[config.mk]
export PLATFORM = sky130hd
export DESIGN_NAME = vram_arbiter_flat
export DESIGN_NICKNAME = d
export VERILOG_FILES = /design/src/rtl/vram_arbiter_if.sv /design/src/rtl/vram_arbiter.sv /design/src/flat_wrapper.sv
export SDC_FILE = /design/constraint.sdc
export NUM_CORES = 1
export LEC_CHECK = 0
export ABC_AREA = 1
export BUFFER_PORTS_ARGS = -buffer_cell sky130_fd_sc_hd__buf_2
export CELL_PAD_IN_SITES_DETAIL_PLACEMENT = 1
export CELL_PAD_IN_SITES_GLOBAL_PLACEMENT = 1
export CORE_AREA = 2 2 104 96
export DETAILED_ROUTE_END_ITERATION = 6
export DIE_AREA = 0 0 106 98
export PLACE_DENSITY = 0.95
export SYNTH_ARGS = -nofsm -noshare
export SYNTH_HDL_FRONTEND = slang
export SYNTH_SLANG_ARGS = --single-unit
[constraint.sdc]
create_clock -name clk_pix -period 4.28 [get_ports clk_pix]
set_input_delay 0 -clock clk_pix [delete_from_list [all_inputs] [get_ports clk_pix]]
set_output_delay 0 -clock clk_pix [all_outputs]
set_load 0.005 [all_outputs]
[src/rtl/vram_arbiter_if.sv]
// Video RAM arbiter bus: timing position, display fetch, client requests, RAM port.
// Slave modport is the arbiter's view; master modport is the surrounding system.
// Grouping only; carries no state of its own.
interface vram_arbiter_if #(
    parameter int NREQ = 4,
    parameter int AW   = 16,
    parameter int DW   = 8
);
    logic [9:0]         sx;
    logic [9:0]         sy;
    logic [AW-1:0]      disp_addr;
    logic [DW-1:0]      disp_rdata;
    logic               disp_rvalid;
    logic [NREQ-1:0]    req;
    logic [NREQ-1:0]    req_we;
    logic [NREQ*AW-1:0] req_addr;
    logic [NREQ*DW-1:0] req_wdata;
    logic [NREQ-1:0]    gnt;
    logic [NREQ-1:0]    rvalid;
    logic [DW-1:0]      rdata;
    logic               mem_en;
    logic               mem_we;
    logic [AW-1:0]      mem_addr;
    logic [DW-1:0]      mem_wdata;
    logic [DW-1:0]      mem_rdata;
    logic               frame_start;

    modport slave (
        input  sx, sy, disp_addr, req, req_we, req_addr, req_wdata, mem_rdata,
        output disp_rdata, disp_rvalid, gnt, rvalid, rdata,
               mem_en, mem_we, mem_addr, mem_wdata, frame_start
    );

    modport master (
        output sx, sy, disp_addr, req, req_we, req_addr, req_wdata, mem_rdata,
        input  disp_rdata, disp_rvalid, gnt, rvalid, rdata,
               mem_en, mem_we, mem_addr, mem_wdata, frame_start
    );
endinterface

[src/rtl/vram_arbiter.sv]
// Shares a single-port video RAM between the display fetch and round-robin game clients.
// Latency: grant is combinational (0 cycles), read data returns 1 cycle after the access.
// Backpressure: display window always wins; clients hold req until their gnt pulse.
module vram_arbiter #(
    parameter int              NREQ        = 4,
    parameter int              AW          = 16,
    parameter int              DW          = 8,
    parameter logic [NREQ-1:0] VBLANK_ONLY = '0,
    parameter int              HA_END      = 639,
    parameter int              LINE        = 799,
    parameter int              VA_END      = 479,
    parameter int              SCREEN      = 524
) (
    input  logic          clk_pix,
    input  logic          rst_pix_n,
    vram_arbiter_if.slave bus
);
    localparam int         PW      = (NREQ > 1) ? $clog2(NREQ) : 1;
    localparam logic [9:0] HA_PRE  = 10'(HA_END - 1);
    localparam logic [9:0] LINE_L  = 10'(LINE);
    localparam logic [9:0] VA_L    = 10'(VA_END);
    localparam logic [9:0] SCR_L   = 10'(SCREEN);
    localparam logic [9:0] VBS_L   = 10'(VA_END + 1);

    // Add an offset to a client index, wrapping modulo NREQ.
    function automatic logic [PW-1:0] wrap_add(input logic [PW-1:0] base, input int inc);
        int s;
        s = int'(base) + inc;
        if (s >= NREQ) s = s - NREQ;
        return PW'(s);
    endfunction

    logic            win;
    logic            vbl;
    logic [NREQ-1:0] elig;
    logic            found;
    logic [PW-1:0]   sel;

    logic [NREQ-1:0] gnt;
    logic            mem_en;
    logic            mem_we;
    logic [AW-1:0]   mem_addr;
    logic [DW-1:0]   mem_wdata;

    logic [PW-1:0]   ptr_q,         ptr_d;
    logic            own_disp_q,    own_disp_d;
    logic [NREQ-1:0] own_cli_q,     own_cli_d;
    logic            frame_start_q, frame_start_d;

    // Display window covers each active pixel's fetch one cycle ahead, including
    // the first pixel of the next active line (fetched at sx==LINE).
    always_comb begin
        win  = ((bus.sy <= VA_L) && (bus.sx <= HA_PRE)) ||
               ((bus.sx == LINE_L) && ((bus.sy < VA_L) || (bus.sy == SCR_L)));
        vbl  = (bus.sy > VA_L);
        elig = bus.req & ~(VBLANK_ONLY & {NREQ{~vbl}});
    end

    // Pick the first eligible client at or after the pointer; scanning from the far
    // end lets the nearest hit overwrite the others.
    always_comb begin
        found = 1'b0;
        sel   = '0;
        for (int k = NREQ - 1; k >= 0; k--) begin
            if (elig[wrap_add(ptr_q, k)]) begin
                found = 1'b1;
                sel   = wrap_add(ptr_q, k);
            end
        end
    end

    // Drive the RAM port: display in the window, granted client otherwise; all
    // strobes and buses are quiet during reset and idle cycles.
    always_comb begin
        gnt       = '0;
        mem_en    = 1'b0;
        mem_we    = 1'b0;
        mem_addr  = '0;
        mem_wdata = '0;
        if (rst_pix_n) begin
            if (win) begin
                mem_en   = 1'b1;
                mem_addr = bus.disp_addr;
            end else if (found) begin
                gnt[sel]  = 1'b1;
                mem_en    = 1'b1;
                mem_we    = bus.req_we[sel];
                mem_addr  = bus.req_addr[int'(sel)*AW +: AW];
                mem_wdata = bus.req_wdata[int'(sel)*DW +: DW];
            end
        end
    end

    // Next-state: pointer moves past the winner, owner tag records who issued a read.
    always_comb begin
        ptr_d         = (gnt != '0) ? wrap_add(sel, 1) : ptr_q;
        own_disp_d    = win;
        own_cli_d     = gnt & ~bus.req_we;
        frame_start_d = (bus.sx == 10'd0) && (bus.sy == VBS_L);
    end

    // Registered arbitration state with synchronous active-low reset.
    always_ff @(posedge clk_pix) begin
        if (!rst_pix_n) begin
            ptr_q         <= '0;
            own_disp_q    <= 1'b0;
            own_cli_q     <= '0;
            frame_start_q <= 1'b0;
        end else begin
            ptr_q         <= ptr_d;
            own_disp_q    <= own_disp_d;
            own_cli_q     <= own_cli_d;
            frame_start_q <= frame_start_d;
        end
    end

    assign bus.gnt         = gnt;
    assign bus.mem_en      = mem_en;
    assign bus.mem_we      = mem_we;
    assign bus.mem_addr    = mem_addr;
    assign bus.mem_wdata   = mem_wdata;
    assign bus.disp_rvalid = own_disp_q;
    assign bus.rvalid      = own_cli_q;
    assign bus.disp_rdata  = bus.mem_rdata;
    assign bus.rdata       = bus.mem_rdata;
    assign bus.frame_start = frame_start_q;
endmodule
[src/flat_wrapper.sv]
// flat-port wrapper written by rule: the top's interface ports become plain ports
module vram_arbiter_flat 
#(
    parameter int              NREQ        = 4,
    parameter int              AW          = 16,
    parameter int              DW          = 8,
    parameter logic [NREQ-1:0] VBLANK_ONLY = '0,
    parameter int              HA_END      = 639,
    parameter int              LINE        = 799,
    parameter int              VA_END      = 479,
    parameter int              SCREEN      = 524
)
  (clk_pix, rst_pix_n, bus_sx, bus_sy, bus_disp_addr, bus_req, bus_req_we, bus_req_addr, bus_req_wdata, bus_mem_rdata, bus_disp_rdata, bus_disp_rvalid, bus_gnt, bus_rvalid, bus_rdata, bus_mem_en, bus_mem_we, bus_mem_addr, bus_mem_wdata, bus_frame_start);
  vram_arbiter_if #(.NREQ(NREQ), .AW(AW), .DW(DW)) bus_i ();
  input  logic clk_pix;
  input  logic rst_pix_n;
  input wire logic [$bits(bus_i.sx)-1:0] bus_sx;
  input wire logic [$bits(bus_i.sy)-1:0] bus_sy;
  input wire logic [$bits(bus_i.disp_addr)-1:0] bus_disp_addr;
  input wire logic [$bits(bus_i.req)-1:0] bus_req;
  input wire logic [$bits(bus_i.req_we)-1:0] bus_req_we;
  input wire logic [$bits(bus_i.req_addr)-1:0] bus_req_addr;
  input wire logic [$bits(bus_i.req_wdata)-1:0] bus_req_wdata;
  input wire logic [$bits(bus_i.mem_rdata)-1:0] bus_mem_rdata;
  output wire logic [$bits(bus_i.disp_rdata)-1:0] bus_disp_rdata;
  output wire logic [$bits(bus_i.disp_rvalid)-1:0] bus_disp_rvalid;
  output wire logic [$bits(bus_i.gnt)-1:0] bus_gnt;
  output wire logic [$bits(bus_i.rvalid)-1:0] bus_rvalid;
  output wire logic [$bits(bus_i.rdata)-1:0] bus_rdata;
  output wire logic [$bits(bus_i.mem_en)-1:0] bus_mem_en;
  output wire logic [$bits(bus_i.mem_we)-1:0] bus_mem_we;
  output wire logic [$bits(bus_i.mem_addr)-1:0] bus_mem_addr;
  output wire logic [$bits(bus_i.mem_wdata)-1:0] bus_mem_wdata;
  output wire logic [$bits(bus_i.frame_start)-1:0] bus_frame_start;
  assign bus_i.sx = bus_sx;
  assign bus_i.sy = bus_sy;
  assign bus_i.disp_addr = bus_disp_addr;
  assign bus_i.req = bus_req;
  assign bus_i.req_we = bus_req_we;
  assign bus_i.req_addr = bus_req_addr;
  assign bus_i.req_wdata = bus_req_wdata;
  assign bus_i.mem_rdata = bus_mem_rdata;
  assign bus_disp_rdata = bus_i.disp_rdata;
  assign bus_disp_rvalid = bus_i.disp_rvalid;
  assign bus_gnt = bus_i.gnt;
  assign bus_rvalid = bus_i.rvalid;
  assign bus_rdata = bus_i.rdata;
  assign bus_mem_en = bus_i.mem_en;
  assign bus_mem_we = bus_i.mem_we;
  assign bus_mem_addr = bus_i.mem_addr;
  assign bus_mem_wdata = bus_i.mem_wdata;
  assign bus_frame_start = bus_i.frame_start;
  vram_arbiter #(.NREQ(NREQ), .AW(AW), .DW(DW), .VBLANK_ONLY(VBLANK_ONLY), .HA_END(HA_END), .LINE(LINE), .VA_END(VA_END), .SCREEN(SCREEN)) u_core (.clk_pix(clk_pix), .rst_pix_n(rst_pix_n), .bus(bus_i));
endmodule
### Word-level counts from Yosys, hierarchy flattened

Cells that the tools add are included.

* register bits after elaboration: 8
* latch bits: 0
* RAM bits: 0
* ROM bits: 0
* input bits: 150
* output and inout bits: 52
* word-level logic and storage cells: 82
* memories: 0

* $add $sub $neg: 9
* multipliers: 0
* div/mod/pow operators: 0
* order comparisons: 14
* equal/unequal tests: 3
* shift operators: 2
* multiplexer cells: 40
* bitwise logic cells: 2
* reduce and logical (&&, ||, !) cells: 8

Operators with widths (count)
* indexed part select 64 x 7 -> 16 bit: 1
* 2-to-1 mux 16 bit: 3
* indexed part select 32 x 6 -> 8 bit: 1
* 2-to-1 mux 8 bit: 3
* == test 10 bit (second input constant): 2
* 2-to-1 mux 2 bit: 9
* 2-to-1 mux 1 bit: 16
* less-than comparator 2 x 3 -> 1 bit (second input constant): 5
* >= comparator 3 bit (second input constant): 4
* 2-to-1 mux 4 bit: 3
* binary-select mux 1 bit (select 2 bit): 5
* == test 10 x 9 -> 1 bit (second input constant): 1
* <= comparator 10 bit (second input constant): 1
* <= comparator 10 x 9 -> 1 bit (second input constant): 1
* zero test 10 bit: 1
* less-than comparator 10 x 9 -> 1 bit (second input constant): 1
* subtractor 2 x 1 -> 2 bit (second input constant): 5
* adder 2 x 1 -> 3 bit (second input constant): 2
* adder 2 x 2 -> 3 bit (second input constant): 2
* AND 4 bit: 1
* logical AND 1 bit: 4
* NOT 4 bit: 1
* nonzero test 4 bit: 1
* >= comparator 2 x 3 -> 1 bit (second input constant): 1
* 3 further kinds: 4

### Logic depth before layout (Yosys ltp)

Gate-level depths: netlist of the first run.

* depth after elaboration: 17
* gate-level depth with buffers: 16
* depth with buffers taken out: 15

### Least setup slack after synthesis of the first run

Ideal clock, no wire load.

* path kind: register to register
* from: register u_core.ptr_q[0]
* to: register u_core.ptr_q[1]
* setup time: 117 ps
* arrival: 1453 ps
* data required time: 4163 ps
* slack: 2710 ps
* stages on the path, launching flop included: 14
* path buffers: 2
* period minus slack after synthesis: 1570 ps
* path through: dfxtp_1 buf_6 nand2_1 o21ai_1 nand2_1 nand3_2 nand2_2 nand2_4 nand2_8 buf_6 nand2_1 nand2_1 nand2_1 a21oi_2

* word-level cells in the longest chain between the ends: 17
* elaborated cells between the ends (all ways): 44
* those cells by class: add/sub (9); order compare (7); mux (26); reduce/logical (2)

RTL lines
* start: declaration: line vram_arbiter.sv:45 `logic [PW-1:0] ptr_q, ptr_d;`
* start signal: assignment: line vram_arbiter.sv:110 `ptr_q <= ptr_d;`
* adder 2 x 2 -> 3 bit: line vram_arbiter.sv:28 `s = int'(base) + inc;`
* >= comparator 3 bit / subtractor 2 x 1 -> 2 bit (equally long branches): line vram_arbiter.sv:29 `if (s >= NREQ) s = s - NREQ;`
* 2-to-1 mux 2 bit: line vram_arbiter.sv:29
* binary-select mux 1 bit (select 2 bit): line vram_arbiter.sv:65 `if (elig[wrap_add(ptr_q, k)]) begin`
* 2-to-1 mux 1 bit (implied by the code): line vram_arbiter.sv:65
* 2-to-1 mux 2 bit (4 in a row): line vram_arbiter.sv:65
* less-than comparator 2 x 3 -> 1 bit (implied by the code) / >= comparator 2 x 1 -> 1 bit (equally long branches): line vram_arbiter.sv:85 `gnt[sel] = 1'b1;`
* logical AND 1 bit (implied by the code): line vram_arbiter.sv:85
* 2-to-1 mux 1 bit (implied by the code): line vram_arbiter.sv:85
* demux 1 bit (select 2 bit)
* 2-to-1 mux 4 bit: line vram_arbiter.sv:84 `end else if (found) begin`
* 2-to-1 mux 4 bit: line vram_arbiter.sv:81 `if (win) begin`
* 2-to-1 mux 4 bit: line vram_arbiter.sv:80 `if (rst_pix_n) begin`
* nonzero test 4 bit: line vram_arbiter.sv:96 `ptr_d = (gnt != '0) ? wrap_add(sel, 1) : ptr_q;`

Parallel ways exist; a longest one is shown, timed or not. The select of a mux whose other input is x is not followed.
A chain may end at the register's enable or synchronous reset.

### Worst setup path in the final report of the first run

* from: register u_core.ptr_q[0]
* to: output port bus_mem_addr[14]

* word-level cells in the longest chain between the ends: 13
* elaborated cells between the ends (all ways): 35
* those cells by class: add/sub (7); order compare (4); shift (1); mux (23)

RTL lines
* adder 2 x 2 -> 3 bit: line vram_arbiter.sv:28
* >= comparator 3 bit / subtractor 2 x 1 -> 2 bit (equally long branches): line vram_arbiter.sv:29
* 2-to-1 mux 2 bit: line vram_arbiter.sv:29
* binary-select mux 1 bit (select 2 bit): line vram_arbiter.sv:65
* 2-to-1 mux 1 bit (implied by the code): line vram_arbiter.sv:65
* 2-to-1 mux 2 bit (4 in a row): line vram_arbiter.sv:65
* indexed part select 64 x 7 -> 16 bit: line vram_arbiter.sv:88 `mem_addr = bus.req_addr[int'(sel)*AW +: AW];`
* 2-to-1 mux 16 bit *: line vram_arbiter.sv:84
* 2-to-1 mux 16 bit *: line vram_arbiter.sv:81
* 2-to-1 mux 16 bit *: line vram_arbiter.sv:80
* end: declaration: line flat_wrapper.sv:32 `output wire logic [$bits(bus_i.mem_addr)-1:0] bus_mem_addr;`

Mark *: on every way between the ends. The rest lies on a longest branch, timed or not. The select of a mux whose other input is x is not followed.

==> results of run 1 <==
-- state kept, by name, summed over array words and instances, names as in the netlist --
name,cells
u_core.bus.disp_rvalid,1
u_core.bus.frame_start,1
u_core.ptr_q,2
u_core.bus.rvalid,4
-- per-stage QoR --
| stage | util, % | total power, mW | cells | instance area [µm²] |
|---|---|---|---|---|
| CTS | 32.50 | 0.8439 | 721 | 3055 |
| global placement | 31.63 | 0.7231 | 714 | 2974 |
| floorplan | - | 0.5601 | 449 | 2198 |
| finish | 32.50 | 0.8375 | 721 | 3055 |
| global route | 32.50 | 0.9310 | 721 | 3055 |
| detailed placement | 31.63 | 0.7410 | 714 | 2974 |
-- power groups by stage --
| stage | Clock, mW | Combinational (mW) | Sequential, mW |
|---|---|---|---|
| 3_3_place_gp | 0 | 0.635 | 0.0882 |
| 4_1_cts | 0.100 | 0.656 | 0.0871 |
| 6_report | 0.0967 | 0.654 | 0.0871 |
| 3_5_place_dp | 0 | 0.652 | 0.0885 |
| 5_1_grt | 0.106 | 0.738 | 0.0877 |
| 2_1_floorplan | 0 | 0.475 | 0.0850 |
-- layout by cell type (no fill, tap or decap), drive strengths merged --
cell type	count
clkinv	1
nor4	4
inv	58
nand4	4
a21oi	13
nand3	79
o21ai	4
buf	180
dlygate4sd3	4
nor2	12
a31oi	1
or4	1
dfxtp	8
nand2	206
nor3	7
and2	1
clkbuf	3
nand3b	9
-- final cells by class --
type                            count  area [µm²]  share of cell area (%)
Inverter                           59       221.5                   7.248
Tap cell                          126       157.7                   5.160
Multi-Input combinational cell    341        1526                   49.96
Timing Repair Buffer              184       948.4                   31.04
Sequential cell                     8       160.2                   5.242
Clock buffer                        3       41.29                   1.351
-- logic make-up after synthesis --
kind of cell	after synthesis	synth area share (%)
compound gates	18	4.667
buf+inv	100	23.28
flops	8	7.285
simple gates	323	64.77
-- routing by layer --
metal / share of wire, % / track usage [%] / vias to the layer above / wire length, µm
met4: 1.9 / 5.061 / 0 / 186
li1: - / - / 1681 / -
met3: 5.6 / 3.138 / 16 / 551
met5: 0 / 0 / - / 0
met1: 45 / 22.75 / 1514 / 4435
met2: 48 / 32.11 / 115 / 4723
-- path summary, 6_finish.rpt --
check | endpoint | slack, ps | depth (start not counted)
max | bus_mem_addr[14] | 1360 | 16
min | bus_rdata[4] | 0.003 | 0
max reg2reg | u_core.ptr_q[1] | 1610 | 13
min reg2reg | u_core.ptr_q[1] | 560 | 2
-- repair_timing --
item | 4_1_cts | 5_1_grt
endpoints found under the hold margin | 4 | 0
hold buffers | 4 | 0
buffers inserted | 0 | 0
==> results.md, run 1 <==
* Data required time of the worst path at 4280 ps
* Grt ovf at 0
* Post-DP HPWL at 7.608 mm
* GP Congestion at 0.8462
* Yosys warns at 0
* PwrDens at 274.1 nW/µm²
* Leak pwr at 1.973 nW
* Sequential share of power at 10.4%
* # port buffers at 177
* Die Y at 98 µm
* Layout Area Growth over Synthesis at 38.99%
* Largest net degree at the start of global routing at 55
* Crit path buf inv count at 3
* Post-layout min period at 2921 ps
* Synthesized cell area at 2198 µm²
* CP max stage cell: dfxtp_1
* Setup ws final at 1359 ps
* FILL cells at 1376
* Synth Flop Type: dfxtp_1
* CP arrival at 2920 ps
* Vias in the first global route at 3267
* Synth cell count leaders: 203 x nand2_1, 77 x nand3_1, 56 x inv_1
* Register area share after synthesis at 7.285%
* Final slew viol count at 0
* Internal at 0.3818 mW
* CP startpoint: u_core.ptr_q[0]
* Min Hold Slack at 0.002621 ps
* Synth cell types at 28
* Mapped Cells at 449
* Setup CP Type: reg2out
* Setup TNS at 0 ps
* Layout Nets at 747
* Via density at 4.613
* Most common cell in the netlist: nand2_1
* Initial drt markers at 143
* Clock transition at path regs at 50 ps
* Clock latency on the worst-skew pair at 230 ps
* Wirelength per Cell at 13.73 µm
* DRC viols at 0
* Synth top area cells: nand2_1 35%, nand3_1 18%, inv_1 9.6%
* Fmax at 342.4 MHz
* # setup viols final at 0
* Global Route Usage Sum at 18.20%
* CTS tree: built
* Final Cycle Share at 68.24%
* Longest Clk Path Bufs at 2
* Synthesized area per cell at 4.896 µm²
* Comb power frac at 78.1%
* RSZ-0062 raised after global routing: false
* Clock power share at 11.5%
* Hold_sp: bus_mem_rdata[4]
* Post-synth ARST share at 0%
* Peak VDD IR at 0.09930 mV
* Max-Cap Viols at 0
* Reg-to-reg startpoint: u_core.ptr_q[0]
* Sw frac at 54.41%
* 1st-pass router iterations at 4
* Vias at 3326
* Nature of the critical path endpoint: primary output
* Post-CTS resize count at 0
* Worst Path Max Fanout at 54
* Critical path, cell by cell: inv_1, nand2_1, and2_1, nand2_1, nand2_1, inv_2, nand2_2, nand2_4, nand2_8, nand2_1, nand2_1, nand2_1, nand2_1, nand2_1, nand2_1, buf_2
* Area fraction of the dominant cell type after synthesis at 34.66%
* First-pass GRT wire length at 15.64 mm
* WL final at 9.896 mm
* Pre-CTS setup slack at 1593 ps
* Crit-path max cell delay at 600 ps
* # IOs at 202
* Post-synth EDFFs at 0
* TritonCTS buffer count at 3
* Die area at 10390 µm²
* Sink Count at 8
* Antenna fix cells at 0
* CTS root buf: clkbuf_8
* Final Hold Viols at 0
* Run status: completed
* Initial Util at 23.38%
* P_sw at 0.4557 mW
* Top delay family on crit path: simple AND/OR/NAND/NOR gates
* Final ANT Viol Nets at 0
* Largest area contributor in the netlist: nand2_1
* Num rows at 34
* Startpoint type of the worst setup path: flop
* H-tree levels at 1
* Hold Path Class: in2out
* Share of cells above drive strength 1 at 32.44%
* Initial antenna violation count at 0
* Core area at 9402 µm²
* Slew @ Worst Pin at 915.3 ps
* Post-Syn Nets at 599
* Skew final at 3.916 ps
* Die X at 106 µm
* Synth Register Bits at 8
* Slew HR at 38.98%
* CP dominant cell by count: nand2_1
Power figures use the tool's default switching activity.
==> run 2, diff against run 1 <==
--- a/config.mk
+++ b/config.mk
@@ -9,10 +9,10 @@
 export BUFFER_PORTS_ARGS = -buffer_cell sky130_fd_sc_hd__buf_2
 export CELL_PAD_IN_SITES_DETAIL_PLACEMENT = 1
 export CELL_PAD_IN_SITES_GLOBAL_PLACEMENT = 1
-export CORE_AREA = 2 2 104 96
+export CORE_AREA = 2 2 114 105
 export DETAILED_ROUTE_END_ITERATION = 6
-export DIE_AREA = 0 0 106 98
-export PLACE_DENSITY = 0.95
+export DIE_AREA = 0 0 116 107
+export PLACE_DENSITY = 0.87
 export SYNTH_ARGS = -nofsm -noshare
 export SYNTH_HDL_FRONTEND = slang
 export SYNTH_SLANG_ARGS = --single-unit
==> constraint.sdc (replaced) <==
create_clock -name clk_pix -period 2.41 [get_ports clk_pix]
set_input_delay 0 -clock clk_pix [delete_from_list [all_inputs] [get_ports clk_pix]]
set_output_delay 0 -clock clk_pix [all_outputs]
set_load 0.005 [all_outputs]
==> run 2 against run 1 <==
Compared with the run above: register-to-register slack lost 1100 ps; utilization shrank 3.0 points; clock power grew to 3.0 times the previous value; design area grew 8.2%; flip-flop and latch count is the same; combinational power grew 97%; via count grew 0.99%; worst setup slack lost 1100 ps; largest power group unchanged.
==> results.md, run 2 (synthesis results as in run 1) <==
* RSZ-0062 raised after global routing: false (unchanged)
* Initial Util at 19.62% (was 23.38%)
* CP dominant cell by count: nand2_1 (unchanged)
* CP max stage cell: dfxtp_4 (was dfxtp_1)
* Grt ovf at 0 (unchanged)
* FILL cells at 1622 (was 1376)
* Final slew viol count at 0 (unchanged)
* Multi-input gate area at 1555 µm² (was 1526 µm²)
* Wirelength per Cell at 13.89 µm (was 13.73 µm)
* Critical path, cell by cell: nand2_1, and2_1, nor3_1, nor2_1, nand3_1, clkinvlp_4, buf_4, nand2_1, nand2_1, buf_2 (was inv_1, nand2_1, and2_1, nand2_1, nand2_1, inv_2, nand2_2, nand2_4, nand2_8, nand2_1, nand2_1, nand2_1, nand2_1, nand2_1, nand2_1, buf_2)
* Post-DP HPWL at 7.932 mm (was 7.608 mm)
* Vias in the first global route at 3231 (was 3267)
* Most frequent cells in the layout: 203 x nand2_1, 177 x buf_2, 77 x nand3_1 (unchanged)
* Slew HR at 78.69% (was 38.98%)
* Crit path buf inv count at 3 (unchanged)
* # port buffers at 177 (unchanged)
* Hold Path Class: in2out (unchanged)
* DRC viols at 0 (unchanged)
* CP arrival at 2190 ps (was 2920 ps)
* Final Cycle Share at 90.68%
* H-tree levels at 1 (unchanged)
* Skew final at 4.222 ps (was 3.916 ps)
* Setup CP Type: reg2out (unchanged)
* Final Hold Viols at 0 (unchanged)
* TritonCTS buffer count at 3 (unchanged)
* Core area at 11200 µm² (was 9402 µm²)
* Peak VDD IR at 0.1623 mV (was 0.09930 mV)
* Cell Count, Final, Fillers Out at 762 (was 721)
* Sink Count at 8 (unchanged)
* CTS root buf: clkbuf_16 (was clkbuf_8)
* Initial drt markers at 171 (was 143)
* Die area at 12410 µm² (was 10390 µm²)
* Final ANT Viol Nets at 0 (unchanged)
* First-pass GRT wire length at 15.21 mm (was 15.64 mm)
* Initial antenna violation count at 0 (unchanged)
* Vias at 3359 (was 3326)
* Via density at 4.408 (was 4.613)
* Register area at 163.9 µm² (was 160.2 µm²)
* Global Route Usage Sum at 14.97% (was 18.20%)
* Longest Clk Path Bufs at 2 (unchanged)
* Top delay family on crit path: simple AND/OR/NAND/NOR gates (unchanged)
* Layout Area Growth over Synthesis at 50.37% (was 38.99%)
* Largest net degree at the start of global routing at 55 (unchanged)
* # setup viols final at 0 (unchanged)
* Layout Nets at 758 (was 747)
* Max reg flops at 4 (unchanged)
* Clock transition at path regs at 40 ps (was 50 ps)
* Leak pwr at 2.072 nW (was 1.973 nW)
* Crit-path max cell delay at 440 ps (was 600 ps)
* Commonest non-fill, non-tap cell in the layout: nand2_1 (unchanged)
* Num rows at 37 (was 34)
* Share of cells above drive strength 1 at 34.16% (was 32.44%)
* Max-Cap Viols at 0 (unchanged)
* Nature of the critical path endpoint: primary output (unchanged)
* WL final at 10.59 mm (was 9.896 mm)
* Run status: completed (unchanged)
* Startpoint type of the worst setup path: flop (unchanged)
* GP Congestion at 0.8178 (was 0.8462)
* Clock latency on the worst-skew pair at 230 ps (about the same)
* Slew @ Worst Pin at 317.2 ps (was 915.3 ps)
* 1st-pass router iterations at 4 (unchanged)
* Die X at 116 µm (was 106 µm)
* # IOs at 202 (unchanged)
* Setup TNS at 0 ps (unchanged)
* Data required time of the worst path at 2410 ps (was 4280 ps)
* PwrDens at 524.5 nW/µm² (was 274.1 nW/µm²)
* Antenna fix cells at 0 (unchanged)
* Post-layout min period at 2185 ps
* Placed cells at 751 (was 714)
* CTS tree: built (unchanged)
* Worst Path Max Fanout at 12 (was 54)
* Fmax at 457.6 MHz
* Die Y at 107 µm (was 98 µm)
-- run 2: changes by cell type in the layout (fill, tap and decap cells not counted), moves of 2 or more --
| cell | delta |
|---|---|
| clkbuf_16 | +5 |
| nand2_8 | +2 |
| buf_4 | +6 |
| clkbuf_8 | -3 |
-- run 2: path summary, 6_finish.rpt --
| path | cells after the start | endpoint | startpoint | slack (ps) |
|---|---|---|---|---|
| worst max-delay path | 10 | bus_mem_addr[14] | u_core.ptr_q[0] | 220 |
| worst min-delay path | 0 | bus_rdata[4] | bus_mem_rdata[4] | 0.002 |
| worst max register to register | 12 | u_core.ptr_q[1] | u_core.ptr_q[0] | 470 |
| worst min register to register | 2 | u_core.ptr_q[1] | u_core.ptr_q[1] | 570 |
-- run 2: cell type report --
class / instances / area share, %
repair buffers: 194 / 33.01
flip-flops and latches: 8 / 4.958
inverters: 59 / 6.813
multi-input cells: 342 / 47.05
clock buffers: 3 / 2.271
well taps: 156 / 5.905
-- run 2: power by group --
part           leakage, nW  internal (mW)  switching, mW
Sequential          0.0658          0.143         0.0140
Combinational         1.97          0.512          0.776
Clock               0.0370          0.215         0.0737
-- run 2: per-layer routing --
layer	GRT usage (%)	part of all wire, %	vias up
met5	0	0	-
met4	3.741	0.88	0
met3	1.809	6.1	8
met2	27.94	50	117
met1	17.98	43	1533
li1	-	-	1701
-- run 2: worst reg2reg max path: cells and delay by family (launching register included) --
kind            cells  cell delay, ps
buf+inv             2             340
simple gates        9            1030
flops               1             440
compound gates      1             100
-- run 2: metrics by stage --
stage                     cell area [µm²]  hold slack, ps  total power [mW]  worst slack (ps)  util (%)
after detailed placement             3089         0.05067             1.365             130.9     27.57
after CTS                            3206         0.05067             1.671             62.08     28.61
after floorplan                      2198           77.99            0.9946             839.8         -
after global placement               3089         0.05067             1.341             220.0     27.57
after global routing                 3306         0.01319             1.915             22.39     29.51
final                                3306        0.002495             1.734             224.6     29.51
-- run 2: timing repair --
| item | in CTS | in global routing |
|---|---|---|
| hold buffers | 4 | 0 |
| setup endpoints to repair | 26 | 28 |
| pin swaps | 1 | 1 |
| setup buffers | 0 | 1 |
| endpoints found under the hold margin | 4 | 0 |
| cloned | 0 | 3 |
| gates resized for setup | 1 | 6 |
